### config.mk
export PLATFORM = sky130hd
export DESIGN_NAME = rf_bus_arbiter_flat
export DESIGN_NICKNAME = d
export VERILOG_FILES = /design/src/rtl/rf_bus_arbiter_if.sv /design/src/rtl/rf_bus_arbiter.sv /design/src/flat_wrapper.sv
export SDC_FILE = /design/constraint.sdc
export NUM_CORES = 1
export LEC_CHECK = 0
export ABC_AREA = 1
export CAP_MARGIN = 20
export CELL_PAD_IN_SITES_DETAIL_PLACEMENT = 2
export CELL_PAD_IN_SITES_GLOBAL_PLACEMENT = 2
export CORE_MARGIN = 1
export CORE_UTILIZATION = 21
export CTS_CLUSTER_DIAMETER = 100
export DETAILED_ROUTE_END_ITERATION = 6
export GPL_TIMING_DRIVEN = 1
export PLACE_DENSITY = 0.93
export SYNTH_ARGS = -nofsm -noshare
export SYNTH_HDL_FRONTEND = slang
export SYNTH_SLANG_ARGS = --single-unit
### constraint.sdc
create_clock -name clk -period 2.3 [get_ports clk]
set_clock_uncertainty 0.2 [all_clocks]
set_input_delay 0.69 -clock clk [delete_from_list [all_inputs] [get_ports clk]]
set_output_delay 0.69 -clock clk [all_outputs]
set_load 0.005 [all_outputs]
### src/rtl/rf_bus_arbiter_if.sv
// Bus bundle between the two requesting masters, the register file and rf_bus_arbiter.
// The master modport is the side facing the arbiter: both masters plus the RF read port.
interface rf_bus_arbiter_if #(
  parameter int unsigned ADDR_W = 16,
  parameter int unsigned DATA_W = 64
);

  logic              m0_req;
  logic              m0_wr;
  logic [ADDR_W-1:0] m0_addr;
  logic [DATA_W-1:0] m0_wdata;
  logic              m0_grant;
  logic              m0_done;

  logic              m1_req;
  logic              m1_wr;
  logic [ADDR_W-1:0] m1_addr;
  logic [DATA_W-1:0] m1_wdata;
  logic              m1_grant;
  logic              m1_done;

  logic [DATA_W-1:0] rdata;
  logic              err;

  logic              rf_we;
  logic [ADDR_W-1:0] rf_waddr;
  logic [ADDR_W-1:0] rf_raddr;
  logic [DATA_W-1:0] rf_wdata;
  logic [DATA_W-1:0] rf_rdata;

  modport slave (
    input  m0_req, m0_wr, m0_addr, m0_wdata,
    input  m1_req, m1_wr, m1_addr, m1_wdata,
    input  rf_rdata,
    output m0_grant, m0_done, m1_grant, m1_done,
    output rdata, err,
    output rf_we, rf_waddr, rf_raddr, rf_wdata
  );

  modport master (
    output m0_req, m0_wr, m0_addr, m0_wdata,
    output m1_req, m1_wr, m1_addr, m1_wdata,
    output rf_rdata,
    input  m0_grant, m0_done, m1_grant, m1_done,
    input  rdata, err,
    input  rf_we, rf_waddr, rf_raddr, rf_wdata
  );

endinterface

### src/rtl/rf_bus_arbiter.sv
// Round-robin two-master arbiter/sequencer for the single-port register file window.
// Each transaction runs IDLE -> ACC -> DONE; read data and error are registered at the end of ACC.
module rf_bus_arbiter #(
  parameter int unsigned             ADDR_W    = 16,
  parameter int unsigned             DATA_W    = 64,
  parameter logic [ADDR_W-1:0]       ADDR_BASE = 16'h0110,
  parameter int unsigned             NUM_REGS  = 10
) (
  input  logic                clk,
  input  logic                reset_n,
  rf_bus_arbiter_if.slave     bus
);

  localparam logic [1:0] StIdle = 2'd0;
  localparam logic [1:0] StAcc  = 2'd1;
  localparam logic [1:0] StDone = 2'd2;

  localparam logic [ADDR_W-1:0] NumRegsW = ADDR_W'(NUM_REGS);

  logic [1:0]        state_q, state_d;
  logic              last_grant_q, last_grant_d;
  logic              id_q, id_d;
  logic              wr_q, wr_d;
  logic [ADDR_W-1:0] addr_q, addr_d;
  logic [DATA_W-1:0] wdata_q, wdata_d;
  logic [DATA_W-1:0] rdata_q, rdata_d;
  logic              err_q, err_d;

  logic [ADDR_W-1:0] offset;
  logic              in_range;
  logic              in_acc;
  logic              in_done;
  logic              owned;

  // Unsigned wrap makes addresses below ADDR_BASE land far above NUM_REGS.
  assign offset   = addr_q - ADDR_BASE;
  assign in_range = (offset < NumRegsW);

  assign in_acc  = (state_q == StAcc);
  assign in_done = (state_q == StDone);
  assign owned   = in_acc | in_done;

  always_comb begin
    state_d      = state_q;
    last_grant_d = last_grant_q;
    id_d         = id_q;
    wr_d         = wr_q;
    addr_d       = addr_q;
    wdata_d      = wdata_q;
    rdata_d      = rdata_q;
    err_d        = err_q;

    unique case (state_q)
      StIdle: begin
        if (bus.m0_req || bus.m1_req) begin
          if (bus.m0_req && bus.m1_req) begin
            id_d = ~last_grant_q;
          end else begin
            id_d = bus.m1_req;
          end
          wr_d         = id_d ? bus.m1_wr    : bus.m0_wr;
          addr_d       = id_d ? bus.m1_addr  : bus.m0_addr;
          wdata_d      = id_d ? bus.m1_wdata : bus.m0_wdata;
          last_grant_d = id_d;
          state_d      = StAcc;
        end
      end
      StAcc: begin
        rdata_d = (!wr_q && in_range) ? bus.rf_rdata : '0;
        err_d   = !in_range;
        state_d = StDone;
      end
      StDone: begin
        state_d = StIdle;
      end
      default: begin
        state_d = StIdle;
      end
    endcase
  end

  always_ff @(posedge clk or negedge reset_n) begin
    if (!reset_n) begin
      state_q      <= StIdle;
      last_grant_q <= 1'b1;
      id_q         <= 1'b0;
      wr_q         <= 1'b0;
      addr_q       <= '0;
      wdata_q      <= '0;
      rdata_q      <= '0;
      err_q        <= 1'b0;
    end else begin
      state_q      <= state_d;
      last_grant_q <= last_grant_d;
      id_q         <= id_d;
      wr_q         <= wr_d;
      addr_q       <= addr_d;
      wdata_q      <= wdata_d;
      rdata_q      <= rdata_d;
      err_q        <= err_d;
    end
  end

  // RF ports are only driven while a transaction owns the file.
  assign bus.m0_grant = owned & ~id_q;
  assign bus.m1_grant = owned & id_q;
  assign bus.m0_done  = in_done & ~id_q;
  assign bus.m1_done  = in_done & id_q;
  assign bus.rdata    = rdata_q;
  assign bus.err      = err_q;
  assign bus.rf_we    = in_acc & wr_q & in_range;
  assign bus.rf_waddr = in_acc ? addr_q : '0;
  assign bus.rf_raddr = in_acc ? addr_q : '0;
  assign bus.rf_wdata = in_acc ? wdata_q : '0;

  a_one_grant : assert property (@(posedge clk) disable iff (!reset_n)
    !(bus.m0_grant && bus.m1_grant));
  a_we_in_acc : assert property (@(posedge clk) disable iff (!reset_n)
    bus.rf_we |-> in_acc);

endmodule

### src/flat_wrapper.sv
// flat-port wrapper written by rule: the top's interface ports become plain ports
module rf_bus_arbiter_flat 
#(
  parameter int unsigned             ADDR_W    = 16,
  parameter int unsigned             DATA_W    = 64,
  parameter logic [ADDR_W-1:0]       ADDR_BASE = 16'h0110,
  parameter int unsigned             NUM_REGS  = 10
)
  (clk, reset_n, bus_m0_req, bus_m0_wr, bus_m0_addr, bus_m0_wdata, bus_m1_req, bus_m1_wr, bus_m1_addr, bus_m1_wdata, bus_rf_rdata, bus_m0_grant, bus_m0_done, bus_m1_grant, bus_m1_done, bus_rdata, bus_err, bus_rf_we, bus_rf_waddr, bus_rf_raddr, bus_rf_wdata);
  rf_bus_arbiter_if #(.ADDR_W(ADDR_W), .DATA_W(DATA_W)) bus_i ();
  input  logic clk;
  input  logic reset_n;
  input wire logic [$bits(bus_i.m0_req)-1:0] bus_m0_req;
  input wire logic [$bits(bus_i.m0_wr)-1:0] bus_m0_wr;
  input wire logic [$bits(bus_i.m0_addr)-1:0] bus_m0_addr;
  input wire logic [$bits(bus_i.m0_wdata)-1:0] bus_m0_wdata;
  input wire logic [$bits(bus_i.m1_req)-1:0] bus_m1_req;
  input wire logic [$bits(bus_i.m1_wr)-1:0] bus_m1_wr;
  input wire logic [$bits(bus_i.m1_addr)-1:0] bus_m1_addr;
  input wire logic [$bits(bus_i.m1_wdata)-1:0] bus_m1_wdata;
  input wire logic [$bits(bus_i.rf_rdata)-1:0] bus_rf_rdata;
  output wire logic [$bits(bus_i.m0_grant)-1:0] bus_m0_grant;
  output wire logic [$bits(bus_i.m0_done)-1:0] bus_m0_done;
  output wire logic [$bits(bus_i.m1_grant)-1:0] bus_m1_grant;
  output wire logic [$bits(bus_i.m1_done)-1:0] bus_m1_done;
  output wire logic [$bits(bus_i.rdata)-1:0] bus_rdata;
  output wire logic [$bits(bus_i.err)-1:0] bus_err;
  output wire logic [$bits(bus_i.rf_we)-1:0] bus_rf_we;
  output wire logic [$bits(bus_i.rf_waddr)-1:0] bus_rf_waddr;
  output wire logic [$bits(bus_i.rf_raddr)-1:0] bus_rf_raddr;
  output wire logic [$bits(bus_i.rf_wdata)-1:0] bus_rf_wdata;
  assign bus_i.m0_req = bus_m0_req;
  assign bus_i.m0_wr = bus_m0_wr;
  assign bus_i.m0_addr = bus_m0_addr;
  assign bus_i.m0_wdata = bus_m0_wdata;
  assign bus_i.m1_req = bus_m1_req;
  assign bus_i.m1_wr = bus_m1_wr;
  assign bus_i.m1_addr = bus_m1_addr;
  assign bus_i.m1_wdata = bus_m1_wdata;
  assign bus_i.rf_rdata = bus_rf_rdata;
  assign bus_m0_grant = bus_i.m0_grant;
  assign bus_m0_done = bus_i.m0_done;
  assign bus_m1_grant = bus_i.m1_grant;
  assign bus_m1_done = bus_i.m1_done;
  assign bus_rdata = bus_i.rdata;
  assign bus_err = bus_i.err;
  assign bus_rf_we = bus_i.rf_we;
  assign bus_rf_waddr = bus_i.rf_waddr;
  assign bus_rf_raddr = bus_i.rf_raddr;
  assign bus_rf_wdata = bus_i.rf_wdata;
  rf_bus_arbiter #(.ADDR_W(ADDR_W), .DATA_W(DATA_W), .ADDR_BASE(ADDR_BASE), .NUM_REGS(NUM_REGS)) u_core (.clk(clk), .reset_n(reset_n), .bus(bus_i));
endmodule
==> impl_metrics.env <==
export IMPL_place_congestion=0.799
export IMPL_r2r_slack_ns=-0.13
export IMPL_ir_drop_mv=0.495
export IMPL_drtIter0Drc=193
export IMPL_syn_num_nets=1327
export IMPL_report_final_slew_viol_count=0
export IMPL_grt_pass1_wl_um=61800
export IMPL_via_per_inst=4.57
export IMPL_fp_row_count=70
export IMPL_cts_buffers=17
export IMPL_nFillCells=4114
export IMPL_max_slew_margin_rel=0.479
export IMPL_fin_util=0.376
export IMPL_leakage_nw=7.21
export IMPL_ys_types=24
export IMPL_synthCells=1093
export IMPL_grt_ovfl_total=0
export IMPL_dr_pass1_iters=5
export IMPL_synth_area_um2=7930
export IMPL_worstPathMaxFanout=5
export IMPL_cp_common_cell="buf_12"
export IMPL_status="complete, but fails checks"
export IMPL_drive_gt1_frac=0.222
export IMPL_cts_tree="done"
export IMPL_critPathLaunchType="flip-flop"
export IMPL_synth_area_leader_cell="dfrtp_1"
export IMPL_seq_area_um2=3760
export IMPL_synth_edff_count=0
export IMPL_start_util=0.215
export IMPL_worst_pin_slew_ns=0.781
export IMPL_fin_crit_sh=1.20
export IMPL_synth_seq_area_share=0.473
export IMPL_synth_top_area_share=0.470
export IMPL_grt_pass1_vias=10500
export IMPL_synthArstFlopShare=1.00
export IMPL_multiInputGateArea_um2=3450
export IMPL_maxCapViolations=0
export IMPL_clock_sinks=150
export IMPL_clk_pin_slew_ns=0.07
export IMPL_yosysWarnings=0
export IMPL_arrival_ns=1.87
export IMPL_die_w_um=196
export IMPL_min_delay_path_class="reg -> reg"
export IMPL_fin_tns_setup_ns=-33.74
export IMPL_violations="setup timing"
export IMPL_wl_um=40900
export IMPL_grt_total_usage=0.211
export IMPL_ys_seq_elements=150
export IMPL_cp_data_required_time_ns=1.41
export IMPL_fin_crit_ns=2.76
export IMPL_grt_start_max_net_pins=66
export IMPL_root_buffer="clkbuf_16"
export IMPL_core_area_um2=36900
export IMPL_powerDensity_nw_per_um2=1070
export IMPL_hpwl_um=27900
export IMPL_clkLatencyLatePin_ns=0.45
export IMPL_antenna_cells=0
export IMPL_fin_ws_ns=-0.462
export IMPL_ant_nets=0
export IMPL_synth_area_per_cell_um2=7.26
export IMPL_area_growth_pct=74.9
export IMPL_nNetsFinal=1737
export IMPL_cts_buffer_depth=2
export IMPL_post_route_drc_count=0
export IMPL_io_pins=396
export IMPL_rsz0062_at_grt="yes"
export IMPL_yosysMostFrequentCell="nand2_1"
export IMPL_slowest_delay_ns=0.41
export IMPL_chipHeight_um=196
export IMPL_end_kind="output pin"
export IMPL_grt_antenna_before_repair=1
export IMPL_port_buffers=395
export IMPL_vias=9234
export IMPL_wire_per_inst_um=20.2
export IMPL_slowest_stage="dfrtp_1"
export IMPL_synth_common_cells="nand2_1 (299), inv_1 (153), nor2_1 (153)"
export IMPL_timing_fmax_mhz=362
export IMPL_worstPathCellList="inv_2 -> ha_4 -> buf_12 -> buf_12 -> buf_12 -> nand2_4 -> nor2_4 -> nand3_2 -> nor2_1 -> buf_2"
export IMPL_dieArea_um2=38600
export IMPL_ys_flop_type="dfrtp_1"
export IMPL_hold_viol_final=0
export IMPL_final_setup_viol_count=143
export IMPL_worstSetupPathType="reg -> out"
export IMPL_synth_area_leaders="dfrtp_1 (47%), nand2_1 (14%), inv_1 (7.2%), nor2_1 (7.2%), o21ai_1 (5.3%)"
export IMPL_cts_htree_levels=4
layout by cell type (no fill, tap or decap), drive strengths merged, types with 2 or more instances in the layout:
cell             n
a21oi            2
buf            171
clkbuf          23
clkdlybuf4s15   10
clkdlybuf4s50  291
clkinv           6
clkinvlp         5
dfrtp          149
dlygate4sd2      6
ha               4
inv            158
nand2          301
nand4           64
nor2           156
o21ai          163
state kept, by name, summed over array words and instances (netlist names):
register and cells:
u_core.bus.err 1, u_core.addr_q 16, u_core.wr_q 1, u_core.last_grant_q 1
u_core.bus.rdata 64, u_core.wdata_q 64, u_core.id_q 1, u_core.state_q 2
critical path, delay by kind of cell, from the launching register on:
family | cells | cell delay (ns)
AND/OR/NAND/NOR | 4 | 0.30
adder cells (fa/ha/maj) | 1 | 0.14
flip-flops | 1 | 0.41
buffers and inverters | 5 | 0.56
area by class of cell:
| class | instances | share of cell area |
|---|---|---|
| Clock inverter | 13 | 0.00766 |
| Timing Repair Buffer | 483 | 0.352 |
| Sequential cell | 150 | 0.271 |
| Inverter | 157 | 0.0441 |
| Tap cell | 504 | 0.0454 |
| Clock buffer | 19 | 0.0319 |
| Multi-Input combinational cell | 694 | 0.248 |
metrics by stage:
step	instance area (um2)	total power [mW]	setup slack (ns)	cells	hold WS, ns
floorplan	7930	6.91	0.0691	1093	0.194
global placement	12500	9.93	-0.325	1950	0.256
detailed placement	12500	10.3	-0.362	1950	0.271
CTS	13800	14.7	-0.517	2017	0.288
global route	13900	15.7	-0.586	2020	0.304
finish	13900	14.8	-0.462	2020	0.288
per-layer routing:
layer / global-route usage / share of wire / vias up
li1: - / - / 4193
met5: 0.00255 / 0.00029 / -
met3: 0.0607 / 0.070 / 76
met1: 0.226 / 0.38 / 4589
met2: 0.382 / 0.52 / 374
met4: 0.0964 / 0.035 / 2
power by group:
group          total, mW  switching (mW)  internal, mW
clock network       2.76            1.26          1.51
registers           4.14           0.721          3.42
logic               7.92            4.31          3.61
what timing repair did:
item	4_1_cts	5_1_grt
cloned	9	0
hold endpoints to repair	33	0
hold buffers	1	0
endpoints found under the setup margin	103	165
pin swaps	6	3
resized for setup	558	52
setup buffers	27	8
logic make-up (layout without fill, tap and decap cells):
| family | after synthesis | in the layout | synth area share |
|---|---|---|---|
| simple gates | 524 | 524 | 0.271 |
| buf+inv | 249 | 672 | 0.144 |
| compound gates | 166 | 166 | 0.105 |
| flops | 150 | 150 | 0.473 |
| fa+ha+maj | 4 | 4 | 0.00631 |
final timing paths:
| check | endpoint | startpoint | depth (start not counted) |
|---|---|---|---|
| max | bus_rf_we | u_core.state_q[1]$_DFFE_PN0P_ | 10 |
| min | u_core.bus.rdata[9]$_DFFE_PN0N_ | u_core.bus.rdata[9]$_DFFE_PN0N_ | 2 |
| max reg2reg | u_core.bus.rdata[43]$_DFFE_PN0N_ | u_core.state_q[1]$_DFFE_PN0P_ | 10 |
| min reg2reg | u_core.bus.rdata[9]$_DFFE_PN0N_ | u_core.bus.rdata[9]$_DFFE_PN0N_ | 2 |
| max in group asynchronous | u_core.bus.rdata[11]$_DFFE_PN0N_ | reset_n | 3 |
| min in group asynchronous | u_core.bus.rdata[35]$_DFFE_PN0N_ | reset_n | 2 |
Note: power is estimated with default switching activity, not from simulation.
